**config.mk**
```make
export PLATFORM = sky130hd
export DESIGN_NAME = mmio_uart_tx
export DESIGN_NICKNAME = d
export VERILOG_FILES = /design/src/rtl/mmio_uart_pkg.sv /design/src/rtl/uart_tx_fifo.sv /design/src/rtl/mmio_uart_tx.sv
export SDC_FILE = /design/constraint.sdc
export NUM_CORES = 1
export LEC_CHECK = 0
export ABC_AREA = 1
export BUFFER_PORTS_ARGS = -buffer_cell sky130_fd_sc_hd__buf_4
export CORE_UTILIZATION = 55
export DETAILED_ROUTE_END_ITERATION = 10
export PLACE_DENSITY = 0.79
export SYNTH_ARGS = -nofsm -noshare
export SYNTH_HDL_FRONTEND = slang
export SYNTH_SLANG_ARGS = --single-unit
```
**constraint.sdc**
```tcl
create_clock -name clk_in -period 3.7 [get_ports clk_in]
set_clock_uncertainty 0.05 [all_clocks]
set_input_delay 0.74 -clock clk_in [delete_from_list [all_inputs] [get_ports clk_in]]
set_output_delay 0.74 -clock clk_in [all_outputs]
set_load 0.03 [all_outputs]
```
**src/rtl/mmio_uart_pkg.sv**
```systemverilog
// mmio_uart_pkg: shared definitions for the memory-mapped UART transmitter.
//   - Register offsets, as decoded from address[3:2].
//   - STATUS and CTRL bit positions.
//   - Serialiser FSM state type.
package mmio_uart_pkg;

  localparam logic [1:0] OFF_TXDATA = 2'd0;
  localparam logic [1:0] OFF_STATUS = 2'd1;
  localparam logic [1:0] OFF_BAUD   = 2'd2;
  localparam logic [1:0] OFF_CTRL   = 2'd3;

  localparam int ST_BUSY  = 0;
  localparam int ST_FULL  = 1;
  localparam int ST_EMPTY = 2;
  localparam int ST_OVF   = 3;
  localparam int ST_COUNT = 8;

  localparam int CTRL_TX_EN  = 0;
  localparam int CTRL_IRQ_EN = 1;

  typedef enum logic [1:0] {
    IDLE  = 2'd0,
    START = 2'd1,
    DATA  = 2'd2,
    STOP  = 2'd3
  } tx_state_t;

endpackage

```
**src/rtl/uart_tx_fifo.sv**
```systemverilog
// uart_tx_fifo: synchronous FIFO with a first-word-fall-through head.
// Ports:
//   clk, rst_n    - clock, asynchronous active-low reset
//   push, wdata   - write request and data (accepted when not full, or when
//                   a pop happens in the same cycle)
//   pop           - removes the head entry (ignored when empty)
//   rdata         - current head entry
//   full, empty   - occupancy flags
//   count         - number of stored entries, 0..DEPTH
module uart_tx_fifo #(
  parameter int DEPTH = 4,
  parameter int WIDTH = 8
) (
  input  logic                     clk,
  input  logic                     rst_n,
  input  logic                     push,
  input  logic [WIDTH-1:0]         wdata,
  input  logic                     pop,
  output logic [WIDTH-1:0]         rdata,
  output logic                     full,
  output logic                     empty,
  output logic [$clog2(DEPTH):0]   count
);

  localparam int AW = $clog2(DEPTH);
  localparam int CW = AW + 1;

  logic [WIDTH-1:0] mem [DEPTH];
  logic [AW-1:0]    wr_ptr;
  logic [AW-1:0]    rd_ptr;
  logic             do_push;
  logic             do_pop;

  assign full    = (count == CW'(DEPTH));
  assign empty   = (count == '0);
  assign do_pop  = pop & ~empty;
  // A pop in the same cycle frees the slot the push lands in.
  assign do_push = push & (~full | do_pop);
  assign rdata   = mem[rd_ptr];

  always_ff @(posedge clk) begin
    if (do_push) begin
      mem[wr_ptr] <= wdata;
    end
  end

  // DEPTH is a power of two, so the pointers wrap by plain overflow.
  always_ff @(posedge clk or negedge rst_n) begin
    if (!rst_n) begin
      wr_ptr <= '0;
      rd_ptr <= '0;
      count  <= '0;
    end else begin
      if (do_push) wr_ptr <= wr_ptr + AW'(1);
      if (do_pop)  rd_ptr <= rd_ptr + AW'(1);
      if (do_push && !do_pop) begin
        count <= count + CW'(1);
      end else if (do_pop && !do_push) begin
        count <= count - CW'(1);
      end
    end
  end

endmodule

```
**src/rtl/mmio_uart_tx.sv**
```systemverilog
// mmio_uart_tx: memory-mapped 8N1 UART transmitter for the core's data port.
// Ports:
//   clk_in, rst_in      - clock, asynchronous active-low reset
//   address, wdata      - core byte address and store data
//   r_en_mem, w_en_mem  - core read / write strobes
//   hit                 - address falls inside the 16-byte register window
//   rdata               - combinational register read data (0 when not read)
//   tx                  - serial line, idle high
//   irq                 - registered level interrupt: drained and idle
module mmio_uart_tx
  import mmio_uart_pkg::*;
#(
  parameter logic [31:0]      BASE_ADDR  = 32'h1000_0000,
  parameter int               FIFO_DEPTH = 4,
  parameter int               DIV_W      = 16,
  parameter logic [DIV_W-1:0] DIV_RESET  = 16'd434
) (
  input  logic        clk_in,
  input  logic        rst_in,
  input  logic [31:0] address,
  input  logic [31:0] wdata,
  input  logic        r_en_mem,
  input  logic        w_en_mem,
  output logic        hit,
  output logic [31:0] rdata,
  output logic        tx,
  output logic        irq
);

  localparam int CW = $clog2(FIFO_DEPTH) + 1;

  logic [1:0]       offset;
  logic             wr_hit;
  logic             push;
  logic             pop;
  logic             busy;
  logic             bit_done;
  logic [DIV_W-1:0] div_reg;
  logic [DIV_W-1:0] div_active;
  logic [DIV_W-1:0] baud_cnt;
  logic             tx_en;
  logic             irq_en;
  logic             overflow;
  tx_state_t        state;
  logic [7:0]       shift_reg;
  logic [2:0]       bit_cnt;
  logic             fifo_full;
  logic             fifo_empty;
  logic [CW-1:0]    fifo_count;
  logic [7:0]       fifo_head;
  logic [31:0]      status_word;
  logic             unused_bits;

  assign hit         = (address[31:4] == BASE_ADDR[31:4]);
  assign offset      = address[3:2];
  assign wr_hit      = hit & w_en_mem;
  assign push        = wr_hit & (offset == OFF_TXDATA);
  assign busy        = (state != IDLE);
  assign pop         = (state == IDLE) & tx_en & ~fifo_empty;
  // Last cycle of the current bit period (start, data or stop).
  assign bit_done    = (baud_cnt == div_active - DIV_W'(1));
  assign unused_bits = &{1'b0, address[1:0], wdata[31:DIV_W]};

  uart_tx_fifo #(
    .DEPTH (FIFO_DEPTH),
    .WIDTH (8)
  ) u_fifo (
    .clk   (clk_in),
    .rst_n (rst_in),
    .push  (push),
    .wdata (wdata[7:0]),
    .pop   (pop),
    .rdata (fifo_head),
    .full  (fifo_full),
    .empty (fifo_empty),
    .count (fifo_count)
  );

  // Control / configuration registers.
  always_ff @(posedge clk_in or negedge rst_in) begin
    if (!rst_in) begin
      div_reg  <= DIV_RESET;
      tx_en    <= 1'b1;
      irq_en   <= 1'b0;
      overflow <= 1'b0;
    end else begin
      if (push && fifo_full && !pop) begin
        overflow <= 1'b1;
      end
      if (wr_hit) begin
        case (offset)
          OFF_STATUS: if (wdata[ST_OVF]) overflow <= 1'b0;
          // A zero divider would never finish a bit; store 1 instead.
          OFF_BAUD:   div_reg <= (wdata[DIV_W-1:0] == '0) ? DIV_W'(1) : wdata[DIV_W-1:0];
          OFF_CTRL: begin
            tx_en  <= wdata[CTRL_TX_EN];
            irq_en <= wdata[CTRL_IRQ_EN];
          end
          default: ;
        endcase
      end
    end
  end

  // Serialiser. tx is registered and set on the edge that enters each
  // phase, so the line changes exactly at bit boundaries.
  always_ff @(posedge clk_in or negedge rst_in) begin
    if (!rst_in) begin
      state      <= IDLE;
      shift_reg  <= '0;
      div_active <= DIV_RESET;
      baud_cnt   <= '0;
      bit_cnt    <= '0;
      tx         <= 1'b1;
    end else begin
      case (state)
        IDLE: begin
          tx       <= 1'b1;
          baud_cnt <= '0;
          bit_cnt  <= '0;
          if (pop) begin
            shift_reg  <= fifo_head;
            div_active <= div_reg;  // later BAUDDIV writes wait for the next frame
            state      <= START;
            tx         <= 1'b0;
          end
        end
        START: begin
          if (bit_done) begin
            baud_cnt <= '0;
            bit_cnt  <= '0;
            state    <= DATA;
            tx       <= shift_reg[0];
          end else begin
            baud_cnt <= baud_cnt + DIV_W'(1);
          end
        end
        DATA: begin
          if (bit_done) begin
            baud_cnt <= '0;
            if (bit_cnt == 3'd7) begin
              state <= STOP;
              tx    <= 1'b1;
            end else begin
              shift_reg <= {1'b0, shift_reg[7:1]};
              tx        <= shift_reg[1];
              bit_cnt   <= bit_cnt + 3'd1;
            end
          end else begin
            baud_cnt <= baud_cnt + DIV_W'(1);
          end
        end
        STOP: begin
          if (bit_done) begin
            baud_cnt <= '0;
            state    <= IDLE;
            tx       <= 1'b1;
          end else begin
            baud_cnt <= baud_cnt + DIV_W'(1);
          end
        end
        default: state <= IDLE;
      endcase
    end
  end

  always_ff @(posedge clk_in or negedge rst_in) begin
    if (!rst_in) begin
      irq <= 1'b0;
    end else begin
      irq <= irq_en & fifo_empty & ~busy;
    end
  end

  always_comb begin
    status_word                  = '0;
    status_word[ST_BUSY]         = busy;
    status_word[ST_FULL]         = fifo_full;
    status_word[ST_EMPTY]        = fifo_empty;
    status_word[ST_OVF]          = overflow;
    status_word[ST_COUNT +: CW]  = fifo_count;
    rdata = '0;
    if (hit && r_en_mem) begin
      case (offset)
        OFF_STATUS: rdata = status_word;
        OFF_BAUD:   rdata[DIV_W-1:0] = div_reg;
        OFF_CTRL: begin
          rdata[CTRL_TX_EN]  = tx_en;
          rdata[CTRL_IRQ_EN] = irq_en;
        end
        default: ;
      endcase
    end
  end

endmodule

```
==> impl_metrics.csv <==
group,metric,value,unit
yosys,synth-seq-cells,105,
power_and_ir_drop,cell_internal_pwr,1.86,mW
power_and_ir_drop,swShare,0.346,
yosys,syn_inst,724,
drt,drt_iter0_drc,223,
yosys,synth.distinct_cells,43,
yosys,avgSynthCellArea,8.19,um^2
timing,worst_pin_slew,0.937,ns
timing,final.min_clock_period,3.31,ns
final_layout,drive_gt1_frac,0.182,
final_layout,fin_nets,881,
clock_network,post_cts_buffers,0,
floorplan,ios,103,
power_and_ir_drop,p_seq_frac,0.516,
final_layout,diodes,0,
setup_path,cp.arrival,2.52,ns
clock_network,cts-root-buf,"clkbuf_8",
setup_path,path_max_fanout,9,
floorplan,die_w,106,um
drt,postRouteAntennaNets,0,
floorplan,die-area,11200,um^2
yosys,syn-cell-area,5930,um^2
clock_network,cts.repair.resized,0,
global_routing,grt_first_pass_wirelength,21700,um
drt,drtPass1Iterations,5,
drt,vias,4850,
power_and_ir_drop,power_frac_comb,0.228,
global_routing,antenna_found_initial,0,
placement,gp_congestion,0.924,
timing,setup_viol,0,
final_layout,n_fill_cell,854,
setup_path,worstPathCellList,"buf_4 > nor2_1 > nand4_1 > nor4_2 > nand2_1 > inv_1 > nand2_1 > nor2_1 > buf_4",
final_layout,largest_register_ffs,32,
drt,route.detailed.drc,0,
yosys,synth_common_cells,"nand2_1 (203), nor2_1 (83), inv_1 (70)",
global_routing,grt_pass1_vias,4732,
power_and_ir_drop,p_clk_frac,0.256,
clock_network,worst_skew_pair.late_latency,0.39,ns
timing,relSlewSlack,0.375,
timing,timing.final.crit_share,0.895,
final_layout,area_delta_synth_final,13.6,%
yosys,ys.flop_type,"dfrtp_1",
global_routing,grt_max_degree,74,
timing,fin_setup_tns,0,ns
floorplan,initial_utilization,0.572,
setup_path,cp-start-kind,"input port",
timing,slew_viol_final,0,
yosys,synth_area_leaders,"dfrtp_1 (26%), edfxtp_1 (16%), nand2_1 (13%), dfstp_2 (5.3%), nor2_1 (5.3%)",
yosys,synth_edf_count,32,
placement,dp.final_hpwl,9700,um
yosys,synth_top_area_cell,"dfrtp_1",
final_layout,largest-register,"u_fifo.mem",
clock_network,tritoncts,"yes",
global_routing,track_usage,0.249,
job,max_cap_viol_count,0,
power_and_ir_drop,p_switching,982,uW
clock_network,ctsHoldBuffers,0,
drt,vias_per_cell,5.19,
setup_path,crit_required,2.91,ns
clock_network,cts.sinks,105,
yosys,synth_top_area_share,0.258,
setup_path,slowest_stage,"nor4_2",
power_and_ir_drop,leakagePower,3.15,nW
clock_network,numCtsBuffers,9,
yosys,seq_area_frac_synth,0.473,
floorplan,rows,37,
timing,fmax,302,MHz
timing,finalWorstSetupSlack,0.387,ns
clock_network,htreeDepth,3,
global_routing,overflow,0,
yosys,async_flop_share,0.695,
setup_path,critPathCaptureType,"output pin",
clock_network,clk_pin_slew,0.11,ns
placement,io_buffers,68,
floorplan,fp.dieH,106,um
power_and_ir_drop,ir_drop,214,uV
drt,wl_per_cell,13.8,um
drt,totalWireLength,12900,um
setup_path,criticalPathCategory,"in -> out",
timing,rsz0062_at_grt,"false",
setup_path,max_stage_delay,0.46,ns
clock_network,cts_buffer_depth,2,
yosys,yosys.cell_count.top_type,"nand2_1",
worst_hold_path,min_path_type,"in -> async",
placement,pre_cts_ws,0.352,ns
yosys,yosysWarnings,0,
outcome,outcome,"complete, no violations",
power_and_ir_drop,power_density,422,nW/um^2
timing,hold_viol_final,0,
floorplan,coreArea,10400,um^2
power_and_ir_drop,power,2.84,mW
through the flow:
step,util,hold WS [ns],area [um^2],std cells
4_1_cts,0.649,0.446,6730,934
6_report,0.649,0.409,6730,934
2_1_floorplan,-,0.394,5980,739
5_1_grt,0.649,0.471,6730,934
3_3_place_gp,0.629,0.415,6530,918
3_5_place_dp,0.629,0.422,6530,918
logic make-up after synthesis:
kind of cell | synth area share
fa+ha+maj | 0.0435
compound gates | 0.0749
other cells | 0.000633
xor+xnor | 0.0355
buf+inv | 0.0821
simple gates | 0.289
mux | 0.00190
flops | 0.473
worst paths after layout:
check                             endpoint  slack, ns  cells after the start   startpoint
max                              rdata[14]       0.39                      9  address[27]
min                            baud_cnt[3]       0.41                      1       rst_in
max reg2reg                u_fifo.count[2]       0.91                     14     state[0]
min reg2reg                    baud_cnt[0]       0.44                      1  baud_cnt[0]
max in group asynchronous      div_reg[11]       2.56                      1       rst_in
min in group clk_in            baud_cnt[0]       0.44                      1  baud_cnt[0]
area by class of cell:
| type | count | area (um^2) | area share |
|---|---|---|---|
| clock buffers | 9 | 124 | 0.0184 |
| well taps | 136 | 170 | 0.0253 |
| inverters | 76 | 285 | 0.0424 |
| flip-flops and latches | 105 | 2800 | 0.416 |
| multi-input cells | 525 | 2700 | 0.401 |
| clock inverters | 7 | 81.3 | 0.0121 |
| repair buffers | 76 | 571 | 0.0847 |
critical path, delay by kind of cell:
family,cells,cell delay (ns)
buffers and inverters,3,0.42
and+or+nand+nor,6,1.36
cells in the final DEF, fill, tap and decap left out, types with 2 or more instances in the layout:
| master | netlist | final |
|---|---|---|
| nand2_1 | 203 | 203 |
| nor2_1 | 83 | 83 |
| buf_4 | 16 | 76 |
| inv_1 | 70 | 70 |
| dfrtp_1 | 61 | 61 |
| o21ai_0 | 46 | 46 |
| nand3_1 | 39 | 39 |
| edfxtp_1 | 32 | 32 |
| a21oi_1 | 19 | 19 |
| ha_1 | 19 | 19 |
| nor2_2 | 16 | 16 |
| conb_1 | 1 | 16 |
| xor2_1 | 13 | 13 |
| dfstp_2 | 12 | 12 |
| xnor2_1 | 11 | 11 |
| clkbuf_8 | 0 | 9 |
| nand2_2 | 7 | 7 |
| nand3b_1 | 6 | 6 |
| nand4_1 | 6 | 6 |
| nor3_1 | 7 | 6 |
| a32o_1 | 6 | 6 |
| inv_2 | 5 | 5 |
| nor4_1 | 5 | 5 |
| nor2_4 | 4 | 4 |
| o22ai_1 | 4 | 4 |
| nor3_2 | 1 | 2 |
| and2_1 | 2 | 2 |
| inv_8 | 0 | 2 |
| clkinv_8 | 0 | 2 |
| inv_6 | 0 | 2 |
power by group through the flow:
stage / sequential (mW) / combinational [mW] / clock (mW)
floorplan: 1.44 / 0.491 / 0
global placement: 1.48 / 0.618 / 0
detailed placement: 1.48 / 0.643 / 0
CTS: 1.46 / 0.647 / 0.735
global route: 1.48 / 0.738 / 0.784
finish: 1.47 / 0.648 / 0.726
layer usage:
layer | routed length (um) | vias to the layer above | GRT usage
li1 | - | 2421 | -
met1 | 5810 | 2257 | 0.332
met2 | 6210 | 150 | 0.409
met3 | 581 | 22 | 0.0470
met4 | 278 | 0 | 0.0843
met5 | 0 | - | 0
(Power assumes the default switching activity.)
